`src/rtl/instr_boot_loader_if.sv`:
```
// instr_boot_loader_if: byte-stream input and instruction-memory write port of the boot loader.
interface instr_boot_loader_if #(
    parameter int ADDR_WIDTH = 10
);
    logic [7:0]            rx_data;
    logic                  rx_valid;
    logic                  rx_ready;
    logic                  imem_we;
    logic [ADDR_WIDTH-1:0] imem_addr;
    logic [31:0]           imem_wdata;
    modport master (input rx_data, rx_valid, output rx_ready, imem_we, imem_addr, imem_wdata);
    modport slave (output rx_data, rx_valid, input rx_ready, imem_we, imem_addr, imem_wdata);
endinterface

```
`src/rtl/instr_boot_loader.sv`:
```
// instr_boot_loader: loads a counted, XOR-checked LE byte image into imem and releases core reset once verified.
module instr_boot_loader #(
    parameter int ADDR_WIDTH     = 10,
    parameter int TIMEOUT_CYCLES = 100000
) (
    input  logic                  clk,
    input  logic                  rst_n,
    input  logic                  start,
    instr_boot_loader_if.master   bus,
    output logic                  core_rst_n,
    output logic                  busy,
    output logic                  done,
    output logic [1:0]            error
);
    typedef enum logic [2:0] {IDLE, HDR0, HDR1, DATA, WRITE, CSUM, DONE, ERROR} state_t;
    localparam logic [16:0] MAX_N = 17'(2 ** ADDR_WIDTH);
    localparam logic [31:0] T_LIM = 32'(TIMEOUT_CYCLES);
    state_t      state, state_d;
    logic [1:0]  err_d, bcnt;
    logic [15:0] cnt;
    logic [16:0] idx, cnt_n;
    logic [7:0]  csum;
    logic [31:0] word, tcnt;
    logic        loading, hs, restart, tout;
    assign loading       = state inside {HDR0, HDR1, DATA, CSUM};
    assign hs            = bus.rx_valid & loading;
    assign restart       = start & (state inside {IDLE, DONE, ERROR});
    assign cnt_n         = {1'b0, bus.rx_data, cnt[7:0]};
    // idle cycles are counted from the last handshake; WRITE neither counts nor clears
    assign tout          = (TIMEOUT_CYCLES != 0) && loading && !hs && (tcnt == T_LIM - 32'd1);
    assign bus.rx_ready  = loading;
    assign bus.imem_we   = state == WRITE;
    assign busy          = loading | (state == WRITE);
    assign done          = state == DONE;
    assign core_rst_n    = state == DONE;
    always_comb begin
        state_d = state;
        err_d   = error;
        case (state)
            IDLE, DONE, ERROR: if (start) begin
                state_d = HDR0;
                err_d   = 2'd0;
            end
            HDR0: if (hs) state_d = HDR1;
            HDR1: if (hs) begin
                state_d = (cnt_n == 17'd0 || cnt_n > MAX_N) ? ERROR : DATA;
                err_d   = (cnt_n == 17'd0 || cnt_n > MAX_N) ? 2'd1 : error;
            end
            DATA: if (hs && bcnt == 2'd3) state_d = WRITE;
            WRITE: state_d = (idx + 17'd1 == {1'b0, cnt}) ? CSUM : DATA;
            CSUM: if (hs) begin
                state_d = (csum == bus.rx_data) ? DONE : ERROR;
                err_d   = (csum == bus.rx_data) ? error : 2'd2;
            end
            default: ;
        endcase
        if (tout) begin
            state_d = ERROR;
            err_d   = 2'd3;
        end
    end
    always_ff @(posedge clk or negedge rst_n) begin
        if (!rst_n) begin
            state <= IDLE;
            error <= 2'd0;
        end else begin
            state <= state_d;
            error <= err_d;
        end
    end
    always_ff @(posedge clk or negedge rst_n) begin
        if (!rst_n) begin
            cnt            <= '0;
            idx            <= '0;
            bcnt           <= '0;
            csum           <= '0;
            word           <= '0;
            tcnt           <= '0;
            bus.imem_addr  <= '0;
            bus.imem_wdata <= '0;
        end else begin
            tcnt <= (restart || hs) ? '0 : loading ? tcnt + 32'd1 : tcnt;
            if (restart) begin
                idx  <= '0;
                bcnt <= '0;
                csum <= '0;
            end
            if (hs && state == HDR0) cnt[7:0] <= bus.rx_data;
            if (hs && state == HDR1) cnt[15:8] <= bus.rx_data;
            if (hs && state == DATA) begin
                word <= {bus.rx_data, word[31:8]};
                csum <= csum ^ bus.rx_data;
                bcnt <= bcnt + 2'd1;
            end
            if (hs && state == DATA && bcnt == 2'd3) begin
                bus.imem_addr  <= idx[ADDR_WIDTH-1:0];
                bus.imem_wdata <= {bus.rx_data, word[31:8]};
            end
            if (state == WRITE) idx <= idx + 17'd1;
        end
    end
endmodule

```
`src/flat_wrapper.sv`:
```
// flat-port wrapper written by rule: the top's interface ports become plain ports
module instr_boot_loader_flat 
#(
    parameter int ADDR_WIDTH     = 10,
    parameter int TIMEOUT_CYCLES = 100000
)
  (clk, rst_n, start, core_rst_n, busy, done, error, bus_rx_data, bus_rx_valid, bus_rx_ready, bus_imem_we, bus_imem_addr, bus_imem_wdata);
  instr_boot_loader_if #(.ADDR_WIDTH(ADDR_WIDTH)) bus_i ();
  input  logic clk;
  input  logic rst_n;
  input  logic start;
  output logic core_rst_n;
  output logic busy;
  output logic done;
  output logic [1:0] error;
  input wire logic [$bits(bus_i.rx_data)-1:0] bus_rx_data;
  input wire logic [$bits(bus_i.rx_valid)-1:0] bus_rx_valid;
  output wire logic [$bits(bus_i.rx_ready)-1:0] bus_rx_ready;
  output wire logic [$bits(bus_i.imem_we)-1:0] bus_imem_we;
  output wire logic [$bits(bus_i.imem_addr)-1:0] bus_imem_addr;
  output wire logic [$bits(bus_i.imem_wdata)-1:0] bus_imem_wdata;
  assign bus_i.rx_data = bus_rx_data;
  assign bus_i.rx_valid = bus_rx_valid;
  assign bus_rx_ready = bus_i.rx_ready;
  assign bus_imem_we = bus_i.imem_we;
  assign bus_imem_addr = bus_i.imem_addr;
  assign bus_imem_wdata = bus_i.imem_wdata;
  instr_boot_loader #(.ADDR_WIDTH(ADDR_WIDTH), .TIMEOUT_CYCLES(TIMEOUT_CYCLES)) u_core (.clk(clk), .rst_n(rst_n), .start(start), .bus(bus_i), .core_rst_n(core_rst_n), .busy(busy), .done(done), .error(error));
endmodule
```
`config.mk`:
```
export PLATFORM = sky130hd
export DESIGN_NAME = instr_boot_loader_flat
export DESIGN_NICKNAME = d
export VERILOG_FILES = /design/src/rtl/instr_boot_loader_if.sv /design/src/rtl/instr_boot_loader.sv /design/src/flat_wrapper.sv
export SDC_FILE = /design/constraint.sdc
export NUM_CORES = 1
export LEC_CHECK = 0
export CAP_MARGIN = 20
export CORE_MARGIN = 10
export CORE_UTILIZATION = 37
export DETAILED_ROUTE_END_ITERATION = 6
export HOLD_SLACK_MARGIN = 0.03
export PLACE_DENSITY = 0.6
export SYNTH_ARGS = -nofsm -noshare
export SYNTH_HDL_FRONTEND = slang
export SYNTH_SLANG_ARGS = --single-unit
```
`constraint.sdc`:
```
create_clock -name clk -period 2.1 [get_ports clk]
set_clock_uncertainty 0.15 [all_clocks]
set_input_delay 0.315 -clock clk [delete_from_list [all_inputs] [get_ports clk]]
set_output_delay 0.315 -clock clk [all_outputs]
set_load 0.02 [all_outputs]
```
==> results of run 1 <==
==> per-stage QoR <==
step           cells  hold WS [ns]
2_1_floorplan    701        -0.131
3_3_place_gp    1084         0.117
3_5_place_dp    1084         0.121
4_1_cts         1123         0.247
5_1_grt         1125         0.266
6_report        1125         0.233
==> worst max path at each step <==
stage,slack (ns),depth (start not counted),from,endpoint
after global routing,-0.34,7,u_core.idx[8],u_core.state[1]
final,-0.31,7,u_core.idx[0],u_core.state[1]
after detailed placement,-0.61,7,bus_rx_data[1],u_core.error[1]
after CTS,-0.25,6,u_core.idx[2],u_core.state[1]
after floorplan,-0.15,6,u_core.cnt[7],u_core.error[1]
after global placement,-0.56,7,bus_rx_data[1],u_core.error[1]
==> critical path, cell delays in order (launching register included) <==
cell	delay [ns]
dfrtp_2	0.44
ha_4	0.19
and3_1	0.22
and3_1	0.19
nor4_1	0.31
and4_1	0.29
o2111ai_2	0.17
a211o_1	0.33
==> state kept, by name (all words and copies together) (netlist names) <==
| register | cells |
|---|---|
| u_core.cnt | 16 |
| u_core.bus.imem_addr | 10 |
| u_core.error | 2 |
| u_core.state | 3 |
| u_core.tcnt | 32 |
| u_core.bus.imem_wdata | 32 |
| u_core.csum | 8 |
| u_core.word | 24 |
| u_core.idx | 17 |
| u_core.bcnt | 2 |
==> layer usage <==
layer / track usage / share of wire / vias up
li1: - / - / 2786
met1: 0.192 / 0.46 / 2872
met2: 0.232 / 0.48 / 131
met3: 0.0320 / 0.040 / 22
met4: 0.0548 / 0.017 / 0
met5: 0 / 0 / -
==> cells in the final DEF, fill, tap and decap left out, drive strengths merged, types with 3 or more instances in the layout <==
cell type      count
nor3              12
o211ai             3
clkinv             5
mux2i              3
nor2              61
clkbuf            20
nand3             16
a211o              3
nor4              10
nor4b              3
or4                5
and3              17
nor2b              5
o31ai              7
a22o               3
xor2              23
dfrtp            146
nand2b             3
clkdlybuf4s50     54
o21ai             50
clkdlybuf4s15      4
nand2            112
ha                 3
nand4             18
buf              111
a31oi              4
mux2              56
xnor2             35
a21oi              6
and4               9
inv               14
and2               6
a211oi             3
or3                3
o2bb2ai            3
==> cell usage after synthesis (all sizes together), types with 3 or more instances <==
cell / number / area [sq um]
nand4: 18 / 128
and4: 9 / 78.8
xor2: 23 / 201
nor4b: 3 / 26.3
buf: 15 / 75.1
mux2i: 3 / 30.0
nor2b: 5 / 31.3
o211ai: 3 / 22.5
a22o: 3 / 26.3
o31ai: 7 / 52.6
nor4: 10 / 68.8
ha: 3 / 37.5
a211o: 3 / 26.3
a31oi: 4 / 25.0
or4: 5 / 37.5
dfrtp: 146 / 3650
nor3: 12 / 75.1
or3: 3 / 18.8
nand3: 16 / 80.1
a21oi: 6 / 30.0
nor2: 61 / 231
mux2: 56 / 631
and2: 6 / 37.5
clkbuf: 23 / 86.3
inv: 9 / 33.8
and3: 17 / 106
a211oi: 3 / 27.5
o2bb2ai: 3 / 26.3
nand2: 112 / 420
nand2b: 3 / 18.8
xnor2: 35 / 307
o21ai: 50 / 254
==> cells by family after synthesis <==
kind of cell / count (synthesis)
multiplexers: 59
XOR/XNOR: 58
AND/OR/NAND/NOR: 286
buffers and inverters: 47
AO/OA/AOI/OAI: 102
flip-flops: 146
adder cells (fa/ha/maj): 3
==> area by class of cell <==
| cell class | instances | area [sq um] | area share |
|---|---|---|---|
| clock buffer | 20 | 457 | 0.0475 |
| clock inverter | 12 | 144 | 0.0150 |
| inverter | 9 | 33.8 | 0.00352 |
| multi-input combinational | 508 | 3490 | 0.363 |
| sequential | 146 | 3660 | 0.381 |
| tap | 260 | 325 | 0.0339 |
| timing repair buffer | 170 | 1500 | 0.157 |
==> power groups by stage <==
stage | Sequential (W) | Clock (W) | Combinational (W)
5_1_grt | 0.00425 | 0.00329 | 0.00464
3_5_place_dp | 0.00417 | 0 | 0.00408
3_3_place_gp | 0.00414 | 0 | 0.00399
2_1_floorplan | 0.00433 | 0 | 0.00207
4_1_cts | 0.00413 | 0.00315 | 0.00417
6_report | 0.00414 | 0.00308 | 0.00424
==> repair_timing <==
| item | in CTS | in global routing |
|---|---|---|
| endpoints found under the hold margin | 38 | 0 |
| endpoints found under the setup margin | 24 | 39 |
| resized for setup | 25 | 27 |
| setup buffers | 6 | 3 |
| hold buffers | 1 | 0 |
| pin swaps | 6 | 11 |
==> metrics.md, run 1 <==
| Metric | Value |
|---|---|
| DRT Wirelength | `roughly 18000 microns` |
| DR WL/cell | `around 16 microns` |
| FILL cells | `1676` |
| Initial antenna violation count | `0` |
| Register area share after synthesis | `0.512` |
| Final TNS setup | `-0.842 ns` |
| Detail Route Antenna Nets | `0` |
| Mux contribution to synthesized area | `0.0927` |
| Ys async rst share | `1.00` |
| Reg power frac | `0.361` |
| IO Pins | `approximately 60` |
| Compound-cell area share of the yosys netlist | `0.0942` |
| Final hold vios | `0` |
| PwrDens | `1190 nW/um^2` |
| Dpl cell area | `between 8000 and 9000 sq um` |
| Post-synth EDFFs | `0` |
| Area of the die | `25200 sq um` |
| R2R Setup Slk | `-0.31 ns` |
| Pre-CTS setup slack | `-0.615 ns` |
| Slew Limit Fails | `0` |
| RSZ-0062 raised after global routing | `true` |
| Setup ws final | `-0.309 ns` |
| Number of max-cap violations | `0` |
| Largest family of logic cells by synthesized area | `simple AND/OR/NAND/NOR gates` |
| Routability Congestion | `between 0.9 and 1` |
| Area added between synthesis and finish | `34.7%` |
| Leakage power | `4.49 nW` |
| Crit path DAT | `about 2.6 ns` |
| Post-Synth Adder-Cell Area | `0.00527` |
| Detailed placer's ending HPWL | `around 13000 microns` |
| Comb pwr share | `0.370` |
| 1st-iter DRT viols | `~340` |
| Root buf cell | `clkbuf_16` |
| Vias in the first global route | `5888` |
| ANT cells | `0` |
| Sw Share | `0.351` |
| Failing checks | `negative setup slack` |
| Yosys reg bits | `approximately 150` |
| H-tree depth | `4` |
| Clock transition at path regs | `about 0.060 ns` |
| Synth Flop Type | `dfrtp_1` |
| Hold Crit Class | `in -> async` |
| Site Rows | `50` |
| Worst-skew pair later-pin latency | `approximately 0.44 ns` |
| Worst R2R Start | `u_core.idx[0]` |
| CTS sink count | `~150` |
| Bufs on Longest Clock Path | `2` |
| Syn Area/Cell | `roughly 10 sq um` |
| Initial Util | `0.379` |
| Startpoint types | `flip-flop` |
| Final setup fails | `4` |
| Largest net degree at the start of global routing | `50` |
| Total gr overflow | `0` |
| Die W | `around 160 microns` |
| R2R depth | `7` |
| Core area | `~19000 sq um` |
| Number of vias per cell | `5.17` |
| Final Util | `0.510` |
| Library cells used by synthesis | `64` |
| Layout cell share with drive strength beyond 1 | `0.240` |
| Rel. slew slack | `0.688` |
| Xor/xnor cell area share of the yosys netlist | `0.0713` |
| CP Max Fanout | `4` |
| Status | `complete, but fails checks` |
| Router iterations before antenna repair | `4` |
| Net Switching | `0.00402 W` |
| Vias | `approximately 5800` |
| GRT Total Usage | `0.146` |
| Mapped Cells | `roughly 700` |
| Total power | `~0.011 W` |
| Final Cycle Share | `1.15` |
| Post-Synth Simple-Gate Area | `0.197` |
| Post-synth net total | `slightly above 700` |
| Number of CTS-inserted buffers | `17` |
| Synth warn | `0` |
| CTS tree | `built` |
| Fmax | `between 400 and 500 MHz` |
| DRC | `0` |
| Die height | `approximately 160 microns` |
| Global-route wire length before repair | `roughly 31000 microns` |
| Layout Nets | `867` |
| Final instance area | `a little under 10000 sq um` |
| Final min period | `approximately 2.4 ns` |
| Clk pwr share | `0.269` |
| I/O Buffers | `60` |
| Critical path endpoint category | `flip-flop` |
| Worst EP required | `around 2.3 ns` |
| Max VDD drop | `approximately 0.0012 V` |
| Reg-to-Reg End | `u_core.state[1]` |
| CP Class | `reg -> reg` |
| Synth Cell Area | `7130 sq um` |
| Slew @ Worst Pin | `0.466 ns` |
| Internal power | `0.00744 W` |
(Power assumes the default switching activity.)
==> run 2: changes to the inputs <==
- HOLD_SLACK_MARGIN: 0.03 -> 0.08
==> results of run 2 <==
Final layout, timing and power as in run 1 (identical DEF).
